File: src/rtl/clk_div_ctrl.sv
// Run-time integer clock divider: owns the divide ratio, emits a flop-driven
// divided clock and period-start tick, and swaps ratio/enable only at period boundaries.
module clk_div_ctrl #(
  parameter int CNT_W   = 8,
  parameter int DEF_DIV = 3
) (
  input  logic             clk,
  input  logic             rst_n,
  input  logic             cfg_valid,
  output logic             cfg_ready,
  input  logic [CNT_W-1:0] cfg_div,
  input  logic             cfg_en,
  output logic             clk_q,
  output logic             tick,
  output logic             busy,
  output logic             err
);

  typedef enum logic [1:0] {
    OFF   = 2'd0,
    RUN   = 2'd1,
    DRAIN = 2'd2
  } state_t;

  localparam logic [CNT_W-1:0] ONE     = CNT_W'(1);
  localparam logic [CNT_W-1:0] TWO     = CNT_W'(2);
  localparam logic [CNT_W-1:0] DEF_VAL = CNT_W'(DEF_DIV);

  state_t           state, state_nx;
  logic [CNT_W-1:0] cnt, cnt_nx;
  logic [CNT_W-1:0] cur_div, div_nx;
  logic [CNT_W-1:0] pend_div, pend_div_nx;
  logic             pend_en, pend_en_nx;
  logic             err_nx;
  logic             xfer, legal, at_end;

  assign cfg_ready = (state != DRAIN);
  assign busy      = (state == DRAIN);
  assign xfer      = cfg_valid && cfg_ready;
  assign legal     = (cfg_div >= TWO);
  assign at_end    = (cnt == cur_div - ONE);

  always_comb begin
    state_nx    = state;
    cnt_nx      = cnt;
    div_nx      = cur_div;
    pend_div_nx = pend_div;
    pend_en_nx  = pend_en;
    err_nx      = 1'b0;
    case (state)
      OFF: begin
        if (xfer && !legal) begin
          err_nx = 1'b1;
        end else if (xfer) begin
          div_nx = cfg_div;
          cnt_nx = '0;
          if (cfg_en) state_nx = RUN;
        end
      end
      RUN: begin
        cnt_nx = at_end ? '0 : cnt + ONE;
        // A request landing on the last count still waits a full old period.
        if (xfer && !legal) begin
          err_nx = 1'b1;
        end else if (xfer) begin
          pend_div_nx = cfg_div;
          pend_en_nx  = cfg_en;
          state_nx    = DRAIN;
        end
      end
      DRAIN: begin
        if (at_end) begin
          cnt_nx   = '0;
          div_nx   = pend_div;
          state_nx = pend_en ? RUN : OFF;
        end else begin
          cnt_nx = cnt + ONE;
        end
      end
      default: begin
        state_nx = OFF;
        cnt_nx   = '0;
      end
    endcase
  end

  // Outputs are registered from next-state values so clk_q is a clean flop.
  always_ff @(posedge clk) begin
    if (!rst_n) begin
      state   <= OFF;
      cur_div <= DEF_VAL;
      cnt     <= '0;
      clk_q   <= 1'b0;
      tick    <= 1'b0;
      err     <= 1'b0;
    end else begin
      state   <= state_nx;
      cur_div <= div_nx;
      cnt     <= cnt_nx;
      clk_q   <= (state_nx != OFF) && (cnt_nx < (div_nx >> 1));
      tick    <= (state_nx != OFF) && (cnt_nx == '0);
      err     <= err_nx;
    end
  end

  always_ff @(posedge clk) begin
    pend_div <= pend_div_nx;
    pend_en  <= pend_en_nx;
  end

endmodule
File: config.mk
export PLATFORM = sky130hd
export DESIGN_NAME = clk_div_ctrl
export DESIGN_NICKNAME = d
export VERILOG_FILES = /design/src/rtl/clk_div_ctrl.sv
export SDC_FILE = /design/constraint.sdc
export NUM_CORES = 1
export LEC_CHECK = 0
export CAP_MARGIN = 20
export CORE_ASPECT_RATIO = 1.2
export CORE_MARGIN = 2
export CORE_UTILIZATION = 47
export CTS_BUF_LIST = sky130_fd_sc_hd__clkbuf_8 sky130_fd_sc_hd__clkbuf_16
export DETAILED_ROUTE_END_ITERATION = 6
export HOLD_SLACK_MARGIN = 0.06
export PLACE_DENSITY = 0.76
export SYNTH_ARGS = -nofsm -noshare
export SYNTH_HDL_FRONTEND = slang
export SYNTH_SLANG_ARGS = --single-unit
File: constraint.sdc
create_clock -name clk -period 10.1 [get_ports clk]
set_input_delay 3.03 -clock clk [delete_from_list [all_inputs] [get_ports clk]]
set_output_delay 3.03 -clock clk [all_outputs]
set_load 0.1 [all_outputs]
After elaboration in Yosys (flattened, before gate mapping)
Cells that the tools add are included.
- bits in read-only memories: 0
- output and inout port bits: 5
- register bits after elaboration: 30
- memories kept: 0
- memory bits (writable): 0
- logic and storage cells: 52
- input bits: 12
- bits in latches: 0
- muxes and demuxes: 17
- reduce and logical (&&, ||, !) cells: 14
- add/sub/neg operators: 2
- bitwise gates (word level): 1
- $mul: 0
- equality and inequality tests: 7
- shifts and indexed selects: 0
- div/mod/pow operators: 0
- $lt $le $gt $ge: 2
- operator list (kind ; number):
    8-bit two-way mux ; 6
    8-bit case mux with 2 select lines ; 2
    2-bit two-way mux ; 6
    8-bit by 1-bit adder with 8-bit output, second input constant ; 1
    8-bit equality test ; 1
    8-bit by 2-bit greater-or-equal comparator with 1-bit output, second input constant ; 1
    8-bit zero test ; 1
    8-bit by 7-bit less-than comparator with 1-bit output ; 1
    8-bit by 1-bit subtractor with 8-bit output, second input constant ; 1
    2-bit inequality test, second input constant ; 3
    2-bit case mux with 3 select lines ; 1
    1-bit logical AND ; 4
    4-bit AND reduction ; 1
    2-bit nonzero test ; 2
    2-bit OR reduction ; 2
    3-bit AND reduction ; 1
    2-bit by 1-bit equality test with 1-bit output, second input constant ; 1
    2-bit equality test, second input constant ; 1
    2-bit zero test ; 1
    1-bit two-way mux ; 2
    2-bit by 1-bit inequality test with 1-bit output, second input constant ; 1
    2-bit AND reduction ; 1
    1-bit zero test ; 1
    1-bit NOT ; 1

Depth between registers and ports, before layout
- depth in word-level cells: 7
- depth in mapped cells: 14

Worst setup path after synthesis
No wires, ideal clock.
- kind: input to register
- start point: input port cfg_valid
- end point: register clk_q
- buffers on the path: 0
- data arrival time: 5.355 ns
- stages on the path: 10
- setup slack: 4.657 ns
- cell sequence: nand2b_1 > a211oi_1 > a21oi_1 > o21bai_2 > a222oi_1 > ha_1 > a211oi_1 > o311a_1 > a211oi_1 > nor4b_2
- cells in the longest elaborated chain, start to end: 6
- elaborated cells between the ends (all ways): 16
- those cells by class: order compare: 1; mux: 11; reduce/logical: 4
- RTL lines (what ; line ; source):
    start, declared ; 9 ; input logic cfg_valid,
    1-bit logical AND (*) ; 39 ; assign xfer = cfg_valid && cfg_ready;
    8-bit two-way mux, or another cell as far along ; 54 ; end else if (xfer) begin
    8-bit two-way mux, or another cell as far along ; 52 ; if (xfer && !legal) begin
    8-bit case mux with 2 select lines / 2-bit case mux with 3 select lines (equally long branches) ; 50 ; case (state)
    8-bit by 7-bit less-than comparator with 1-bit output / 2-bit nonzero test (equally long branches) ; 100 ; clk_q <= (state_nx != OFF) && (cnt_nx < (div_nx >> 1));
    1-bit logical AND (*) ; 100 ;
    end signal, assigned ; 100 ;
    end, declared ; 13 ; output logic clk_q,
Mark *: on every way between the ends. The rest lies on a longest branch, timed or not. The select of a mux whose other input is x is not followed.
A chain may end at the register's enable or synchronous reset.

Final worst setup path
- start point: input port cfg_div[4]
- end point: register clk_q
- cells in the longest elaborated chain, start to end: 7
- elaborated cells between the ends (all ways): 14
- those cells by class: order compare: 2; mux: 8; reduce/logical: 4
- RTL lines (what ; line ; source):
    start, declared ; 11 ; input logic [CNT_W-1:0] cfg_div,
    8-bit by 2-bit greater-or-equal comparator with 1-bit output ; 40 ; assign legal = (cfg_div >= TWO);
    1-bit zero test ; 52, 63 ;
    1-bit logical AND ; 52, 63 ;
    8-bit two-way mux, or another cell as far along ; 52 ;
    8-bit case mux with 2 select lines / 2-bit case mux with 3 select lines (equally long branches) ; 50 ;
    8-bit by 7-bit less-than comparator with 1-bit output / 2-bit nonzero test (equally long branches) ; 100 ;
    1-bit logical AND (*) ; 100 ;
Marked as above.

==> results.yml <==
synthesis:
  syn_nets: 224
  synthCells: 200
  synth.area.top_cells: "dfxtp_1, edfxtp_1, ha_1, and2_1, xnor2_1"
  syn_area_per_cell_um2: 9.45
  yosysTopAreaCell: "dfxtp_1"
  synth_top_area_share_pct: 22.2
  synth-edff-count: 9
  synth_cell_type_count: 56
  ys.flop_type: "dfxtp_1"
  synthArstFlopShare_pct: 0
  ys_seq_area_share_pct: 36.5
  synth-seq-cells: 30
  ys.warnings.count: 0
  syn_area_um2: 1890
clock_network:
  cts_setup_buffers: 0
  cts_buffers: 5
  cts_buffer_depth: 2
  cts_tree: "built"
  post_cts_resized: 0
  clock_latency_ps: 290
  clockRootBuffer: "clkbuf_8"
  htree_num_levels: 2
  clk_pin_slew_ps: 60
  clkSinkCount: 30
  cts_hold_buf: 0
die:
  rows: 25
  die-area_um2: 4550
  die_h_um: 73.5
  io_pins: 17
  initial_utilization_pct: 48.4
  core_um2: 3910
  die_width_um: 61.9
worst_setup_path:
  path_max_fanout: 8
  worstReg2RegStart: "cur_div[0]"
  cp_common_cell: "a211oi_1"
  required_ps: 10300
  critical_path_buf_inv_count: 1
  worstPathCellList: "clkdlybuf4s50_1 -> nor4_1 -> a211oi_1 -> a21oi_1 -> o21bai_2 -> a222oi_1 -> ha_1 -> a211oi_1 -> o311a_1 -> a211oi_1 -> nor4b_2"
  crit_cells: 11
  r2r_cells: 13
  worstPathArrival_ps: 6230
  critPathTopFamily: "compound AO/OA/AOI/OAI gates"
  cp-startpoint: "cfg_div[4]"
  cp-start-kind: "primary input"
  cp-end-kind: "flip-flop"
  slowest_stage: "a211oi_1"
  cp_slowest_stage_delay_ps: 710
  ff2ff_setup_slack_ps: 6200
  path_class: "in2reg"
  regToRegEndpoint: "clk_q"
  cp-endpoint: "clk_q"
layout:
  area_delta_synth_final_pct: 15.0
  drive_gt1_share_pct: 9.68
  final_nets: 240
  fin_util_pct: 55.6
  fin_area_um2: 2170
  antenna_cells: 0
power_and_ir_drop:
  power_density_nw_per_um2: 146
  total_power_uw: 318
  peakVddDrop_mv: 0.0841
  p_leak_uw: 0.000805
placed_design:
  placement.io_buffers: 16
  dp_hpwl_um: 3230
  gp_congestion: 0.797
  post_dp_cell_area_um2: 2090
global_routing:
  grt.overflow.total: 0
  grt_antenna_before_repair: 0
  grt_first_pass_wirelength_um: 7000
  grt_pass1_vias: 1408
  grt_max_degree: 14
  globalRouteTotalUtil_pct: 21.2
timing:
  slew_headroom_pct: 35.5
  slew_viol_final: 0
  tns_ps: 0
  period_minus_slack_ps: 6030
  finalSetupViolCount: 0
  fmax_mhz: 166
  worst_slew_pin_slew_ps: 964
  hold_viol: 0
  rsz0062_at_grt: "no"
  skew_ps: 8.45
  finalCritPeriodShare_pct: 59.7
outcome:
  outcome: "completed"
drt:
  viasPerCell: 5.82
  ant_nets: 0
  drt_iter0_markers: 132
  routedWlPerCell_um: 15.9
  first_pass_iters: 5
  vias: 1577
  remaining_drc_errors: 0
  routed_wl_um: 4310
job:
  cap_violations: 0
hold_path:
  hold_path_class: "reg2reg"
-- synth_stat cells (2+ instances only) --
cell       instances
nand3_1            4
a211oi_1           4
ha_1              12
nor4_1             3
a222oi_1           6
and3_1             3
o31ai_1            3
nand2b_1           5
or2_2              2
a211o_1            2
dfxtp_1           21
xor2_1             4
nor2_1            15
inv_1              9
nand2_1           16
nor3_1             3
o211ai_1           4
edfxtp_1           9
o21ai_0            5
a21o_1             4
and2_1            12
a21oi_1            6
xnor2_1            8
o2111ai_1          2
clkbuf_1           7
-- kinds of logic after synthesis --
| logic type | share of synthesized area [%] |
|---|---|
| buffers and inverters | 3.97 |
| adder cells (fa/ha/maj) | 7.94 |
| AND/OR/NAND/NOR | 23.7 |
| AO/OA/AOI/OAI | 22.3 |
| XOR/XNOR | 5.56 |
| flip-flops | 36.5 |
-- layout by cell type, fill, tap and decap left out, types with 4 or more instances in the layout --
cell	count
dfxtp_1	21
nand2_1	16
clkdlybuf4s50_1	16
nor2_1	15
and2_1	12
ha_1	12
inv_1	9
edfxtp_1	9
xnor2_1	8
a21oi_1	6
a222oi_1	6
nand2b_1	5
o21ai_0	5
clkbuf_8	5
a211oi_1	4
o211ai_1	4
a21o_1	4
nand3_1	4
xor2_1	4
-- routing by layer --
layer | vias up | part of all wire, % | track usage, %
met3 | 7 | 7.3 | 3.70
met2 | 58 | 49 | 33.0
li1 | 778 | - | -
met4 | 0 | 1.8 | 8.51
met5 | - | 0 | 0
met1 | 734 | 42 | 28.7
-- sequential cells by signal, summed over array words and instances (netlist names) --
| signal | cells |
|---|---|
| state | 2 |
| cnt | 8 |
| pend_div | 8 |
| pend_en | 1 |
| tick | 1 |
| err | 1 |
| cur_div | 8 |
| clk_q | 1 |
-- report_power, final --
| part | switching (µW) | total, µW | leakage, µW | internal (µW) |
|---|---|---|---|---|
| combinational | 50.0 | 84.0 | 0.000510 | 34.0 |
| clock | 46.2 | 93.2 | 0.0000416 | 47.0 |
| sequential | 8.99 | 140 | 0.000253 | 132 |
-- worst reg2reg max path, delay by kind of cell, from the launching register on --
| kind | cells | cell delay [ps] |
|---|---|---|
| buffers and inverters | 1 | 90 |
| adder cells (fa/ha/maj) | 2 | 500 |
| AO/OA/AOI/OAI | 7 | 1820 |
| AND/OR/NAND/NOR | 3 | 1050 |
| flip-flops | 1 | 380 |
-- how the worst min path moves through the flow --
stage	from	end	slack, ps	depth (start not counted)
detailed placement	pend_div[3]	cur_div[3]	560	2
CTS	pend_div[3]	cur_div[3]	580	2
finish	pend_div[3]	cur_div[3]	580	2
global placement	pend_div[4]	cur_div[4]	560	2
floorplan	pend_div[7]	cur_div[7]	500	2
global route	pend_div[2]	cur_div[2]	620	2
-- stage by stage --
stage	instances	worst slack [ps]	hold slack [ps]
after global placement	263	3910	561
after floorplan	200	4660	502
after CTS	271	4160	578
final	271	4070	580
after detailed placement	263	3840	564
after global routing	271	3860	616
-- final cells by class --
type,count,area [µm²]
Clock buffer,5,68.8
Clock inverter,3,16.3
Fill cell,338,1740
Inverter,10,37.5
Multi-Input combinational cell,152,1120
Sequential cell,30,691
Tap cell,54,67.6
Timing Repair Buffer,17,168
(Power assumes the default switching activity.)
==> RTL change 1 (same settings) <==
Set the parameter `CNT_W` to 6 (it was 8).
--- a/src/rtl/clk_div_ctrl.sv
+++ b/src/rtl/clk_div_ctrl.sv
@@ -1,7 +1,7 @@
 // Run-time integer clock divider: owns the divide ratio, emits a flop-driven
 // divided clock and period-start tick, and swaps ratio/enable only at period boundaries.
 module clk_div_ctrl #(
-  parameter int CNT_W   = 8,
+  parameter int CNT_W   = 6,
   parameter int DEF_DIV = 3
 ) (
   input  logic             clk,
Ports: changed (resized cfg_div); port bits go from 17 to 15. The function was not compared with the original's and may differ.
==> RTL change 1 against the original RTL <==
Final area decreased by 17%; routed wire length fell by 9.4%; area after synthesis shrank 17%; first-iteration DRC count down 36%; maximum frequency up 5.7%; sequential power fell by 19%; power shrank 7.8%; sequential cell count decreased by 6; setup slack better by 0.33 ns; critical path type unchanged.
==> RTL change 1: results <==
set metrics [dict create \
    max_stage_delay_ns 0.52 \
    clk-insertion-delay-late_ns 0.27 \
    syn_nets 185 \
    skew_ns 0.00232 \
    hpwl_um 2890 \
    synthTopCellsByCount "dfxtp_1 (17), nand2_1 (14), ha_1 (10), inv_1 (10), nor2b_1 (10)" \
    portBuffers 14 \
    grt_pass1_wl_um 6320 \
    power.leakage_nw 0.711 \
    grt_pass1_vias 1338 \
    synth_edf_count 7 \
    synth_cell_type_count 53 \
    cts_resized 0 \
    n_fill_cell 295 \
    routed_via_density 6.22 \
    num-nets-final 201 \
    htree_num_levels 1 \
    drt_iter0_drc 85 \
    critPathSlowestCell "a222oi_1" \
    cts_buffers 3 \
    wirelength_um 3910 \
    max-vdd-ir-drop_mv 0.0960 \
    first_pass_iters 5 \
    outcome "finished clean" \
    drive_above_1_share 0.100 \
    track_usage 0.213 \
    reg_top3 "cnt (6), cur_div (6), pend_div (6)" \
    cts.clk_slew.worst_paths_ns 0.09 \
    yosysSeqAreaShare 0.350 \
    worst_pin_slew_ns 0.966 \
    n_antenna_cell 0 \
    synthTopCellsByArea "dfxtp_1 (22%), edfxtp_1 (13%), ha_1 (8.0%), nor2b_1 (4.0%), mux2_4 (3.8%)" \
    grt_max_degree 16 \
]
## RTL change 1: cell count changes in the layout (fill, tap and decap cells not counted), moves of 4 or more
cell / delta
a211oi_1: -4
and2_1: -7
dfxtp_1: -4
mux2_4: +4
nor2_1: -8
nor2b_1: +9
nor3_1: +5
xnor2_1: -4
## RTL change 1: final timing paths
path	slack, ns	cells after the start	from	end
min	0.60	3	pend_div[0]	cur_div[0]
min reg2reg	0.60	3	pend_div[0]	cur_div[0]
max	4.40	9	cfg_valid	clk_q
max reg2reg	6.50	10	state[0]	clk_q
## RTL change 1: per-layer routing
layer	part of all wire	GRT usage	routed length, µm
met1	0.41	0.255	1610
met2	0.53	0.384	2050
met3	0.040	0.0192	158
met4	0.021	0.102	83
met5	0	0	0
## RTL change 1: area by class of cell
cell class	count	share of cell area
flip-flops and latches	24	0.304
clock buffers	3	0.0228
multi-input cells	128	0.532
repair buffers	14	0.0775
well taps	37	0.0256
clock inverters	1	0.0166
inverters	10	0.0208
## RTL change 1: tightest hold or removal path, stage by stage (launching register included)
cell       delay [ns]
edfxtp_1         0.34
o21ai_1          0.07
o2bb2ai_1        0.11
nand2_1          0.06
## RTL change 1: cells by family after synthesis
| family | synth area share |
|---|---|
| simple gates | 0.247 |
| compound gates | 0.201 |
| mux | 0.0453 |
| xor+xnor | 0.0390 |
| buf+inv | 0.0382 |
| fa+ha+maj | 0.0796 |
| flops | 0.350 |
## RTL change 1: per-stage QoR
stage / area (µm²) / setup WS (ns) / utilization / instances / total power (W)
3_5_place_dp: 1740 / 4.27 / 0.529 / 213 / 0.000207
5_1_grt: 1810 / 4.31 / 0.551 / 217 / 0.000304
4_1_cts: 1810 / 4.44 / 0.551 / 217 / 0.000291
3_3_place_gp: 1740 / 4.40 / 0.529 / 213 / 0.000204
2_1_floorplan: 1570 / 5.07 / - / 165 / 0.000184
6_report: 1810 / 4.40 / 0.551 / 217 / 0.000293
## RTL change 1: power by group
| group | internal, W | switching (W) |
|---|---|---|
| Clock | 0.0000531 | 0.0000330 |
| Combinational | 0.0000376 | 0.0000569 |
| Sequential | 0.000105 | 0.00000711 |
| Total | 0.000196 | 0.0000970 |
==> RTL change 2 (config.mk and constraints unchanged) <==
Without the edit above. Re-encode `state_t` (3 states) as one-hot, 3 bits wide.
--- a/src/rtl/clk_div_ctrl.sv
+++ b/src/rtl/clk_div_ctrl.sv
@@ -16,10 +16,10 @@
   output logic             err
 );
 
-  typedef enum logic [1:0] {
-    OFF   = 2'd0,
-    RUN   = 2'd1,
-    DRAIN = 2'd2
+  typedef enum logic [2:0] {
+    OFF   = 3'b001,
+    RUN   = 3'b010,
+    DRAIN = 3'b100
   } state_t;
 
   localparam logic [CNT_W-1:0] ONE     = CNT_W'(1);
Behaviour: no difference found for any inputs over 10 cycles, from zero or initial values and one cycle with rst_n low; not proved beyond that.
==> RTL change 2 against the original RTL <==
Final area down 4.1%; non-clock buffer count is 1 higher; setup slack gained 0.49 ns; routed wire length is 3.9% lower; sequential cell count increased by 1; area after synthesis fell by 6.6%; critical path depth unchanged; critical endpoint unchanged.
Power is not compared: it rests on default switching activity, and its combinational part moved more than twofold at a synthesized area within 25%.
==> RTL change 2: results <==
set metrics [dict create \
    n_antenna_cell 0 \
    async_reset_ff_frac 0 \
    postCtsSetupBuffers 0 \
    max-vdd-ir-drop_mv 0.103 \
    rrSetupSlack_ns 6.89 \
    synth_cell_type_count 46 \
    critPathSlowestCell "clkdlybuf4s50_1" \
    portBuffers 16 \
    grt_pass1_vias 1440 \
    grt_max_degree 15 \
    synthTopCellsByArea "dfxtp_1 (25%), edfxtp_1 (15%), ha_1 (5.7%), xnor2_1 (4.5%), xor2_1 (4.5%)" \
    maxSlewHeadroom 0.354 \
    routabilityCongestion 0.877 \
    worstPathArrival_ns 5.70 \
    routed_via_density 5.65 \
    grt_pass1_wl_um 6840 \
    synthTopCellsByCount "dfxtp_1 (22), nor2_1 (17), a21oi_1 (15), nand2_1 (15)" \
    clk-insertion-delay-late_ns 0.29 \
    hp-start "pend_div[0]" \
    first_pass_iters 4 \
    outcome "finished clean" \
    holdPathEnd "cur_div[0]" \
    num-nets-final 233 \
    skew_ns 0.00546 \
    n_fill_cell 317 \
    max_stage_delay_ns 0.49 \
    htree_num_levels 2 \
    cts.clk_slew.worst_paths_ns 0.06 \
    synth_edf_count 9 \
    wirelength_um 4140 \
    track_usage 0.221 \
    syn_nets 215 \
    clockBufferDepth 2 \
    power.leakage_nw 0.823 \
    worstRegToRegCells 13 \
    preCtsSetupSlack_ns 4.31 \
    yosysSeqAreaShare 0.402 \
    r2r-end "clk_q" \
    cts_buffers 5 \
    ctsRootBufferMaster "clkbuf_8" \
    rr_startpoint "cur_div[0]" \
    hpwl_um 3100 \
    drt_iter0_drc 85 \
    cts_resized 0 \
    drive_above_1_share 0.0981 \
    reg_top3 "cnt (8), cur_div (8), pend_div (8)" \
]
[RTL change 2: per-stage QoR]
step	hold WS, ns	total power, W	std cells	cell area (µm²)
3_3_place_gp	0.502	0.000176	257	1970
2_1_floorplan	0.469	0.000163	195	1770
6_report	0.507	0.000293	266	2080
3_5_place_dp	0.496	0.000177	257	1970
4_1_cts	0.512	0.000294	265	2080
5_1_grt	0.531	0.000305	266	2080
[RTL change 2: layer usage]
metal | global-route usage | share of wire | wire, µm
met1 | 0.274 | 0.41 | 1710
met5 | 0 | 0 | 0
met3 | 0.0622 | 0.057 | 234
met4 | 0.111 | 0.022 | 92
met2 | 0.345 | 0.51 | 2100
[RTL change 2: critical path, delay by kind of cell]
family,cells,cell delay [ns]
AND/OR/NAND/NOR,5,0.92
buffers and inverters,1,0.49
AO/OA/AOI/OAI,4,0.92
adder cells (fa/ha/maj),1,0.34
[RTL change 2: final cells by class]
cell class	count	area [µm²]	share of cell area
Multi-Input combinational cell	148	991	0.476
Sequential cell	31	711	0.341
Timing Repair Buffer	18	175	0.0841
Clock buffer	5	68.8	0.0330
Tap cell	52	65.1	0.0312
Clock inverter	3	38.8	0.0186
Inverter	9	33.8	0.0162
[RTL change 2: worst max-delay path by stage]
stage                     slack, ns  startpoint     to
after global placement         4.37  cfg_div[4]  clk_q
after CTS                      4.57  cfg_div[4]  clk_q
after floorplan                5.13    state[1]   busy
after global routing           4.38  cfg_div[5]  clk_q
final                          4.56  cfg_div[2]  clk_q
after detailed placement       4.31  cfg_div[4]  clk_q
[RTL change 2: kinds of logic after synthesis]
logic type | after synthesis | share of synthesized area
and+or+nand+nor | 77 | 0.233
adders and majority gates | 8 | 0.0567
muxes | 1 | 0.00567
xor gates and xnor gates | 18 | 0.0892
AOI/OAI and AO/OA | 44 | 0.173
DFF | 31 | 0.402
buffers and inverters | 16 | 0.0404
[RTL change 2: power breakdown]
group          switching (W)  total [W]  internal [W]  leakage, nW
Clock              0.0000461   0.000118     0.0000721       0.0556
Combinational      0.0000231  0.0000396     0.0000165        0.508
Sequential        0.00000420   0.000135      0.000131        0.260
Total              0.0000734   0.000293      0.000220        0.823
